--- config.mk ---
export PLATFORM = sky130hd
export DESIGN_NAME = core_mem_responder
export DESIGN_NICKNAME = d
export VERILOG_FILES = /design/src/rtl/core_mem_responder.sv
export SDC_FILE = /design/constraint.sdc
export NUM_CORES = 1
export LEC_CHECK = 0
export ABC_CLOCK_PERIOD_IN_PS = 2200
export CAP_MARGIN = 0
export CORE_ASPECT_RATIO = 1.5
export CORE_MARGIN = 10
export CORE_UTILIZATION = 46
export CTS_BUF_LIST = sky130_fd_sc_hd__clkbuf_16
export CTS_CLUSTER_DIAMETER = 100
export CTS_CLUSTER_SIZE = 24
export DETAILED_ROUTE_END_ITERATION = 6
export HOLD_SLACK_MARGIN = 0.1
export PLACE_DENSITY = 0.86
export SYNTH_ARGS = -nofsm -noshare
export SYNTH_HDL_FRONTEND = slang
export SYNTH_SLANG_ARGS = --single-unit
--- constraint.sdc ---
create_clock -name clk -period 2.2 [get_ports clk]
set_clock_uncertainty 0.1 [all_clocks]
set_input_delay 0.44 -clock clk [delete_from_list [all_inputs] [get_ports clk]]
set_output_delay 0.44 -clock clk [all_outputs]
set_load 0.05 [all_outputs]
--- src/rtl/core_mem_responder.sv ---
//
// core_mem_responder
//
// Memory-side responder for the three-stage RISC-V core. It takes the core's
// instruction-fetch (icache_*) and load/store (dcache_*) requests and turns
// each one into a single word transaction on a valid/ready backing-memory
// interface. While the backing memory is busy, stall freezes the core. The
// returned data is registered and held on icache_dout / dcache_dout.
//
// Ports
//   clk, reset        : rising-edge clock, synchronous active-low reset
//   icache_addr/re    : fetch byte address and request
//   icache_dout       : fetched word, changes only on a fetch response
//   dcache_addr/re/we : load/store byte address, load request, store byte enables
//   dcache_din        : lane-aligned store data
//   dcache_dout       : loaded word, changes only on a load response
//   stall             : high whenever the FSM is not in IDLE
//   mem_req_*         : backing request (valid/ready, word address, rw, data, mask)
//   mem_resp_*        : backing response / write acknowledge and read data
//
// Optional feature
//   MEM_RESP_IBUF_EN : when defined, adds a one-entry fetch buffer so that a
//                      repeated fetch of the same word completes without a stall.
//
module core_mem_responder #(
    parameter int MEM_ADDR_BITS = 30
) (
    input  logic                     clk,
    input  logic                     reset,
    input  logic [31:0]              icache_addr,
    input  logic                     icache_re,
    output logic [31:0]              icache_dout,
    input  logic [31:0]              dcache_addr,
    input  logic                     dcache_re,
    input  logic [3:0]               dcache_we,
    input  logic [31:0]              dcache_din,
    output logic [31:0]              dcache_dout,
    output logic                     stall,
    output logic                     mem_req_valid,
    input  logic                     mem_req_ready,
    output logic [MEM_ADDR_BITS-1:0] mem_req_addr,
    output logic                     mem_req_rw,
    output logic [31:0]              mem_req_data,
    output logic [3:0]               mem_req_mask,
    input  logic                     mem_resp_valid,
    input  logic [31:0]              mem_resp_data
);

    typedef enum logic [2:0] {
        IDLE,
        D_REQ,
        D_WAIT,
        I_REQ,
        I_WAIT
    } state_t;

    state_t state_q, state_d;

    logic [MEM_ADDR_BITS-1:0] i_addr_q, i_addr_d;
    logic [MEM_ADDR_BITS-1:0] d_addr_q, d_addr_d;
    logic [31:0]              d_din_q, d_din_d;
    logic [3:0]               d_we_q, d_we_d;
    logic                     d_re_q, d_re_d;
    logic                     i_pend_q, i_pend_d;
    logic [31:0]              icache_dout_q, icache_dout_d;
    logic [31:0]              dcache_dout_q, dcache_dout_d;

    logic [MEM_ADDR_BITS-1:0] i_word;
    logic [MEM_ADDR_BITS-1:0] d_word;
    logic                     data_req;
    logic                     d_is_store;
    logic                     d_is_load;
    logic                     fetch_hit;
    logic                     addr_bits_unused;

    // Byte offset bits are dropped; misaligned accesses are the core's concern.
    assign i_word           = icache_addr[MEM_ADDR_BITS+1:2];
    assign d_word           = dcache_addr[MEM_ADDR_BITS+1:2];
    assign addr_bits_unused = ^{icache_addr, dcache_addr};

    assign data_req   = dcache_re | (|dcache_we);
    // A store wins when the core raises both re and we for the same access.
    assign d_is_store = |d_we_q;
    assign d_is_load  = d_re_q & ~d_is_store;

`ifdef MEM_RESP_IBUF_EN
    logic                     ibuf_valid_q, ibuf_valid_d;
    logic [MEM_ADDR_BITS-1:0] ibuf_tag_q, ibuf_tag_d;
    logic [31:0]              ibuf_data_q, ibuf_data_d;
    logic                     i_hit_q, i_hit_d;
    logic                     store_hits_buf;

    // A store to the buffered word makes the buffered copy stale, so such a
    // fetch is never treated as a hit and is refetched after the store.
    assign store_hits_buf = (|dcache_we) && ibuf_valid_q && (d_word == ibuf_tag_q);
    assign fetch_hit      = icache_re && ibuf_valid_q && (i_word == ibuf_tag_q) && !store_hits_buf;
`else
    assign fetch_hit = 1'b0;
`endif

    // Next-state and output logic. In IDLE the request inputs are copied into
    // the latched registers every cycle; once busy only those copies are used,
    // so the core is free to wiggle its outputs while stalled. The data access
    // always goes first because it belongs to the older instruction.
    always_comb begin
        state_d       = state_q;
        i_addr_d      = i_addr_q;
        d_addr_d      = d_addr_q;
        d_din_d       = d_din_q;
        d_we_d        = d_we_q;
        d_re_d        = d_re_q;
        i_pend_d      = i_pend_q;
        icache_dout_d = icache_dout_q;
        dcache_dout_d = dcache_dout_q;
`ifdef MEM_RESP_IBUF_EN
        ibuf_valid_d  = ibuf_valid_q;
        ibuf_tag_d    = ibuf_tag_q;
        ibuf_data_d   = ibuf_data_q;
        i_hit_d       = i_hit_q;
`endif
        mem_req_valid = 1'b0;
        mem_req_addr  = '0;
        mem_req_rw    = 1'b0;
        mem_req_data  = '0;
        mem_req_mask  = '0;

        unique case (state_q)
            IDLE: begin
                i_addr_d = i_word;
                d_addr_d = d_word;
                d_din_d  = dcache_din;
                d_we_d   = dcache_we;
                d_re_d   = dcache_re;
                i_pend_d = icache_re && !fetch_hit;
`ifdef MEM_RESP_IBUF_EN
                i_hit_d = fetch_hit;
                if (store_hits_buf) begin
                    ibuf_valid_d = 1'b0;
                end
                // A lone buffer hit is served right here with no stall.
                if (!data_req && fetch_hit) begin
                    icache_dout_d = ibuf_data_q;
                end
`endif
                if (data_req) begin
                    state_d = D_REQ;
                end else if (icache_re && !fetch_hit) begin
                    state_d = I_REQ;
                end
            end

            D_REQ: begin
                mem_req_valid = 1'b1;
                mem_req_addr  = d_addr_q;
                mem_req_rw    = d_is_store;
                mem_req_data  = d_din_q;
                mem_req_mask  = d_we_q;
                if (mem_req_ready) begin
                    state_d = D_WAIT;
                end
            end

            D_WAIT: begin
                if (mem_resp_valid) begin
                    if (d_is_load) begin
                        dcache_dout_d = mem_resp_data;
                    end
`ifdef MEM_RESP_IBUF_EN
                    if (i_hit_q) begin
                        icache_dout_d = ibuf_data_q;
                    end
`endif
                    state_d = i_pend_q ? I_REQ : IDLE;
                end
            end

            I_REQ: begin
                mem_req_valid = 1'b1;
                mem_req_addr  = i_addr_q;
                if (mem_req_ready) begin
                    state_d = I_WAIT;
                end
            end

            I_WAIT: begin
                if (mem_resp_valid) begin
                    icache_dout_d = mem_resp_data;
`ifdef MEM_RESP_IBUF_EN
                    ibuf_valid_d = 1'b1;
                    ibuf_tag_d   = i_addr_q;
                    ibuf_data_d  = mem_resp_data;
`endif
                    state_d = IDLE;
                end
            end

            default: begin
                state_d = IDLE;
            end
        endcase
    end

    // State and data registers. Reset is synchronous and active-low; the
    // backing memory shares it, so no stale response can follow a reset.
    always_ff @(posedge clk) begin
        if (!reset) begin
            state_q       <= IDLE;
            i_addr_q      <= '0;
            d_addr_q      <= '0;
            d_din_q       <= '0;
            d_we_q        <= '0;
            d_re_q        <= 1'b0;
            i_pend_q      <= 1'b0;
            icache_dout_q <= '0;
            dcache_dout_q <= '0;
`ifdef MEM_RESP_IBUF_EN
            ibuf_valid_q  <= 1'b0;
            ibuf_tag_q    <= '0;
            ibuf_data_q   <= '0;
            i_hit_q       <= 1'b0;
`endif
        end else begin
            state_q       <= state_d;
            i_addr_q      <= i_addr_d;
            d_addr_q      <= d_addr_d;
            d_din_q       <= d_din_d;
            d_we_q        <= d_we_d;
            d_re_q        <= d_re_d;
            i_pend_q      <= i_pend_d;
            icache_dout_q <= icache_dout_d;
            dcache_dout_q <= dcache_dout_d;
`ifdef MEM_RESP_IBUF_EN
            ibuf_valid_q  <= ibuf_valid_d;
            ibuf_tag_q    <= ibuf_tag_d;
            ibuf_data_q   <= ibuf_data_d;
            i_hit_q       <= i_hit_d;
`endif
        end
    end

    assign icache_dout = icache_dout_q;
    assign dcache_dout = dcache_dout_q;
    assign stall       = (state_q != IDLE);

endmodule

Word-level counts from Yosys, hierarchy flattened. Cells that the tools add are included.

Eq/ne operators: 9. Multiplexer cells: 13. Bitwise gates (word level): 3. Reduce and logical (&&, ||, !) cells: 8.

Operators with widths (number): one-hot mux 30 bit (2 select lines) (1); two-way mux 32 bit (1); two-way mux 3 bit (6); one-hot mux 3 bit (5 select lines) (1); inequality test 2 bit, second input constant (4); OR reduction 4 bit (2); == test 3 x 2 -> 1 bit, second input constant (2); AND reduction 5 bit (1); two-way mux 4 bit (1); == test 3 x 1 -> 1 bit, second input constant (1); == test 3 bit, second input constant (1); logical NOT 3 bit (1); inequality test 3 bit, second input constant (1); AND reduction 3 bit (1); nonzero test 3 bit (1); two-way mux 1 bit (2); two-way mux 2 bit (1); AND reduction 2 bit (1); OR reduction 2 bit (1); bitwise AND 1 bit (1); inverter 1 bit (1); OR 1 bit (1).

Flip-flop bits (word level): 165. Input port bits: 138. Output and inout port bits: 133. Logic and storage cells: 42.

Logic depth before layout (Yosys ltp). Gate-level depths: netlist (run 1).

Depth after elaboration: 4. Gate-level depth with buffers: 7. Gate-level depth less buffers: 4.

Worst setup path after synthesis (run 1). Ideal clock, no wire load.

Path type: reg-to-output. Start point: register state_q[1]. End point: output mem_req_rw. Arrival: 1809 ps. Data required time: 1660 ps. Path slack: -149 ps. Cell stages (with the launch flop): 4. Buffers on the path: 2. Path through: dfxtp_1 buf_4 buf_2 nor3_1.

Cells in the longest elaborated chain, start to end: 2.

Ends and longest elaborated chain: start, declared (line 57) `state_t state_q, state_d;`; start signal, assigned (line 223) `state_q <= state_d;`; == test 3 x 1 -> 1 bit (line 127) `unique case (state_q)`; two-way mux 1 bit (line 127); end, declared (line 42) `output logic mem_req_rw,`.

No other way between the ends.

Worst setup path in the final report (run 1).
Start point: register state_q[1]. End point: output mem_req_data[18].

Cells in the longest elaborated chain, start to end: 2.

Ends and longest elaborated chain: == test 3 x 1 -> 1 bit (line 127); two-way mux 32 bit (line 127); end, declared (line 43) `output logic [31:0] mem_req_data,`.

No other way between the ends.

==> key figures, run 1 <==
Synthesis
  • Async SR Flop Fraction: 0%
  • Number of synthesis warnings: 0
  • Cells after Synth: 847
  • Mapped cell area: 0.006512 mm^2
  • Yosys reg bits: 165
  • Post-synth EDFFs: 0
  • Syn Area/Cell: 7.689 um^2
  • Syn Nets: 985
  • Netlist cell types: 33
  • Share of the yosys chip area belonging to registers: 50.72%
  • Top_reg_cell synth: dfxtp_1

Critical path
  • Crit-path most repeated cell: buf_12
  • CP peak stage delay: 0.37 ns
  • WS Path Type: register to output port
  • Worst Setup End Kind: output port
  • Worst Path Required: 1.66 ns
  • Worst-path maximum fanout: 17
  • Top delay family on crit path: buffers and inverters
  • Worst path bufs/invs: 3
  • Worst Setup Start Kind: register
  • Crit-path slowest cell: dfxtp_4
  • Crit path DAT: 1.63 ns
  • CP cell instances: nor3b_4 > buf_4 > buf_12 > and2_4 > buf_12

Job
  • Max-Cap Viols: 0

Global routing
  • Largest net degree at the start of global routing: 99
  • First-pass GRT wire length: 33.06 mm
  • Vias in the first global route: 6,238
  • GRT Residual Overflow: 0
  • Gr usage total: 21.22%
  • Initial antenna violation count: 1

Floorplan
  • # rows: 53
  • Initial Util: 46.77%
  • Die Wd: 117.2 um
  • I/O pin cnt: 271
  • Core area: 0.01393 mm^2
  • Die Y-Extent: 165.7 um
  • Die Area: 0.01941 mm^2

Placement
  • Setup slack at placement: 0.1798 ns
  • GP Congestion: 0.8233
  • PortBufs: 266
  • Hpwl dp: 15.32 mm
  • Dpl cell area: 0.009642 mm^2
  • Placed Instances: 1,231

Worst hold path
  • Worst hold path type: register to register

STA
  • Slew margin rel.: 61.47%
  • Worst-margin pin slew: 0.5762 ns
  • Setup WS post-layout: 0.02776 ns
  • Slew Limit Fails: 0
  • Tmin final: 2.172 ns
  • Fin crit share: 98.74%
  • Hold Vio Cnt, Final: 0
  • Max Fclk: 460.4 MHz
  • Setup violations, final: 0
  • Unrepaired setup endpoints after global routing: yes
  • Fin Setup TNS: 0 ns

Route
  • Initial drt markers: 522
  • Drt pass-1 iters: 5
  • DR DRC count: 0
  • Total number of vias: 6,501
  • Routed WL per cell: 17.43 um
  • Detailed Route WL: 22.13 mm
  • Vias/cell: 5.119
  • Post-route ant nets: 0

Clock tree
  • CTS tree: done
  • Max H-tree Level: 4
  • Clock root cell: clkbuf_16
  • Num CTS Buffers: 17
  • Latest clock arrival within the worst-skew pair: 0.41 ns
  • Clk sinks: 165
  • Clock transition at path regs: 0.07 ns
  • CTS max path bufs: 2

Finish
  • Share of cells above drive strength 1: 15.67%
  • Nets: 1,229
  • Post-Layout Cell Count: 1,270
  • Final core occ: 74.70%
  • Commonest non-fill, non-tap cell in the layout: nand2_1
  • Most frequent cells in the layout: nand2_1, clkdlybuf4s50_1, dfxtp_1
  • Fin area: 0.01040 mm^2
  • Synth-to-Final Area Change: 59.73%

Power and ir drop
  • PwrDens: 1189 mW/mm^2
  • Leak: 3.969 nW
  • Worst IR Drop VDD: 956.5 uV

Outcome
  • Outcome: finished, final reports clean
-- layer usage --
layer / share of wire (%) / wire length [um] / global-route usage (%)
met1: 37 / 8092 / 22.43
met2: 52 / 11400 / 36.51
met3: 8.8 / 1952 / 7.737
met4: 3.1 / 685 / 8.900
met5: 0 / 0 / 0
-- worst min-delay path: cells and delay by family, from the launching register on --
| kind | cells | cell delay [ns] |
|---|---|---|
| and+or+nand+nor | 1 | 0.05 |
| DFF | 1 | 0.31 |
| AOI/OAI and AO/OA | 1 | 0.05 |
-- timing repair --
action                     4_1_cts  5_1_grt
buffers inserted                 1        2
setup endpoints to repair       42       60
pin swaps                        1       22
cloned                           0        3
gates resized for setup          5       43
hold buffers                     0        0
-- metrics by stage --
stage / total power, W / hold WS [ns]
2_1_floorplan: 0.007230 / 0.3317
3_3_place_gp: 0.009094 / 0.3367
3_5_place_dp: 0.009207 / 0.3420
4_1_cts: 0.01204 / 0.3510
5_1_grt: 0.01304 / 0.3645
6_report: 0.01236 / 0.3490
-- worst paths after layout --
check	start	to	slack [ns]	cells past startpoint
min	dcache_dout[17]	dcache_dout[17]	0.35	2
max	state_q[1]	mem_req_data[18]	0.03	5
min reg2reg	dcache_dout[17]	dcache_dout[17]	0.35	2
max reg2reg	d_we_q[3]	dcache_dout[0]	0.41	5
-- synth_stat cells (2+ instances only) --
master	count	area, um^2
nand2_1	326	1224
dfxtp_1	165	3303
a21oi_1	162	810.8
clkbuf_1	46	172.7
and2_1	36	225.2
nor2_1	34	127.6
mux2i_1	30	300.3
buf_2	14	70.07
buf_4	4	30.03
inv_1	4	15.01
nor2b_1	2	12.51
nor3_1	2	10.01
o41ai_2	2	32.53
-- power by group --
| group | switching, W | leakage [nW] | internal (W) |
|---|---|---|---|
| logic | 0.00346 | 2.35 | 0.00222 |
| clock network | 0.00130 | 0.268 | 0.00147 |
| registers | 0.000322 | 1.35 | 0.00358 |
-- state kept, by name (all words and copies together), names as in the netlist --
signal,flops
i_addr_q,30
d_din_q,32
icache_dout,32
dcache_dout,32
state_q,3
d_we_q,4
d_re_q,1
d_addr_q,30
i_pend_q,1
-- cells by family (layout without fill, tap and decap cells) --
family	Yosys count	in the layout	synth area share, %
other	0	1	0
AOI/OAI and AO/OA	170	170	13.78
buffers and inverters	70	327	4.649
and+or+nand+nor	412	412	26.24
DFF	165	165	50.72
muxes	30	30	4.611
-- layout make-up --
type | instances | area [um^2]
flip-flops and latches | 165 | 3308
multi-input cells | 612 | 3012
well taps | 165 | 206.4
diodes | 1 | 2.502
clock buffers | 17 | 425.4
fillers | 1019 | 3523
inverters | 5 | 21.27
clock inverters | 15 | 120.1
repair buffers | 290 | 3307
Note: power is estimated with default switching activity, not from simulation.
==> inputs of run 2 (changes only) <==
Settings changed: ABC_AREA set to 1, GPL_TIMING_DRIVEN set to 0, PLACE_DENSITY 0.86 to 0.87.
==> key figures, run 2 <==
Critical path
  • WS Path Type: register to output port
  • Worst Setup End Kind: output port
  • Crit path DAT: 1.68 ns
  • Worst Path Required: 1.66 ns
  • Worst-path maximum fanout: 11
  • Worst Setup Start Kind: register

Clock tree
  • Latest clock arrival within the worst-skew pair: 0.41 ns
  • Clock root cell: clkbuf_16
  • Clk sinks: 165
  • Max H-tree Level: 4
  • Clock transition at path regs: 0.06 ns
  • Num CTS Buffers: 17
  • CTS tree: done
  • CTS max path bufs: 2

Placement
  • PortBufs: 265
  • Placed Instances: 1,255
  • GP Congestion: 0.8563
  • Hpwl dp: 17.92 mm

Finish
  • Nets: 1,259
  • Fillers: 910
  • Share of cells above drive strength 1: 16.05%
  • Antenna cells: 0
  • Most frequent cells in the layout: nor2_1, clkdlybuf4s50_1, dfxtp_1
  • Post-Layout Cell Count: 1,296
  • Synth-to-Final Area Change: 62.95%
  • Commonest non-fill, non-tap cell in the layout: nor2_1

Global routing
  • GRT Residual Overflow: 0
  • First-pass GRT wire length: 36.84 mm
  • Initial antenna violation count: 0
  • Largest net degree at the start of global routing: 20
  • Gr usage total: 24.91%
  • Vias in the first global route: 6,922

Floorplan
  • # rows: 52
  • Die Area: 0.01887 mm^2
  • Die Y-Extent: 163.3 um
  • Initial Util: 46.77%
  • Core area: 0.01347 mm^2
  • I/O pin cnt: 271
  • Die Wd: 115.5 um

Route
  • Routed WL per cell: 18.66 um
  • Post-route ant nets: 0
  • Vias/cell: 5.189
  • Total number of vias: 6,725
  • Drt pass-1 iters: 5
  • DR DRC count: 0
  • Detailed Route WL: 24.18 mm
  • Initial drt markers: 387

STA
  • Fin Setup TNS: -0.05186 ns
  • Tmin final: 2.218 ns
  • Setup WS post-layout: -0.01792 ns
  • Worst-margin pin slew: 0.5874 ns
  • Unrepaired setup endpoints after global routing: yes
  • Setup violations, final: 7
  • Slew margin rel.: 60.78%
  • Max Fclk: 450.9 MHz
  • Slew Limit Fails: 0
  • Fin crit share: 100.8%
  • Hold Vio Cnt, Final: 0
  • Hold_ws: 0.3193 ns

Synthesis
  • Netlist cell types: 19
  • Cells after Synth: 828
  • Syn Nets: 966
  • Mapped cell area: 0.006299 mm^2
  • Number of synthesis warnings: 0
  • Post-synth EDFFs: 0
  • Share of the yosys chip area belonging to registers: 52.44%
  • Syn Area/Cell: 7.607 um^2
  • Synth area leaders: dfxtp_1, nor2_1, o21ai_0
  • Commonest cells post-synth: nor2_1, dfxtp_1, o21ai_0
  • Leading area contributor after synthesis: dfxtp_1
  • Top-count cell post-synth: nor2_1
  • Share of the synthesized area in the top cell type: 52.44%
  • Top_reg_cell synth: dfxtp_1
  • Yosys reg bits: 165
  • Async SR Flop Fraction: 0%

Power and ir drop
  • Worst IR Drop VDD: 850.3 uV
  • Leak: 4.188 nW
  • PwrDens: 1381 mW/mm^2

Outcome
  • Failing checks: setup timing
  • Outcome: complete, but fails checks

Job
  • Max-Cap Viols: 0

Worst hold path
  • Worst hold path type: input port to register
-- run 2: cell count changes in the layout (fill, tap and decap cells not counted), moves of 31 or more --
cell / before / now
a21oi_1: 162 / 72
and2_4: 33 / 0
buf_12: 47 / 3
buf_4: 39 / 8
buf_6: 5 / 60
inv_1: 4 / 73
nand2_1: 326 / 12
nor2_1: 34 / 205
o21ai_0: 1 / 132
-- run 2: final cells by class --
type                       count  area [um^2]  share of cell area, %
sequential                   165         3314                  32.29
timing repair buffer         276         2861                  27.88
multi-input combinational    523         2615                  25.48
clock buffer                  17        425.4                  4.145
buffer                        59        349.1                  3.401
inverter                      79        306.5                  2.987
tap                          162        202.7                  1.975
clock inverter                15        188.9                  1.841
-- run 2: layer usage --
layer,part of all wire (%),GRT usage (%),wire length (um),up-vias
li1,-,-,-,3277
met2,53,45.84,12940,267
met3,8.8,9.728,2131,43
met4,2.9,8.786,710,0
met5,0,0,0,-
met1,35,24.48,8404,3138
-- run 2: report_power, final --
group          switching [W]  internal, W
clock network        0.00129      0.00182
logic                0.00444      0.00233
registers           0.000404      0.00388
total                0.00614      0.00803
-- run 2: logic make-up (layout without fill, tap and decap cells) --
kind of cell,after synthesis,after routing,share of synthesized area (%)
AND/OR/NAND/NOR,259,259,15.93
AO/OA/AOI/OAI,264,264,22.77
buffers and inverters,140,446,8.860
flip-flops,165,165,52.44
-- run 2: repair_timing --
action                                  CTS  global route
endpoints found under the setup margin   69            69
hold endpoints to repair                  0             0
resized for setup                       524            55
pin swaps                                 4             4
cloned                                    1             1
hold buffers                              0             0
buffers inserted                          9             1
-- run 2: final timing paths --
check / startpoint / endpoint / slack (ns) / cells after the start
max: state_q[0] / mem_req_data[20] / -0.02 / 7
min: reset / state_q[2] / 0.32 / 3
max reg2reg: state_q[0] / d_din_q[24] / 0.41 / 7
min reg2reg: icache_dout[15] / icache_dout[15] / 0.35 / 2
-- run 2: worst max-delay path: stages (launching register included) --
cell,delay (ns)
dfxtp_4,0.37
inv_4,0.05
nor3_4,0.19
buf_6,0.15
inv_8,0.05
buf_6,0.16
nor2_2,0.11
buf_6,0.17
-- run 2: per-stage QoR --
stage / util [%] / power [W] / setup WS [ns] / cell area [um^2]
2_1_floorplan: - / 0.008135 / -0.008639 / 6299
3_3_place_gp: 67.97 / 0.01001 / -0.7020 / 9154
3_5_place_dp: 67.97 / 0.01017 / -0.6785 / 9154
4_1_cts: 74.56 / 0.01378 / -0.07350 / 10040
5_1_grt: 76.21 / 0.01490 / -0.08279 / 10260
6_report: 76.21 / 0.01417 / -0.01792 / 10260
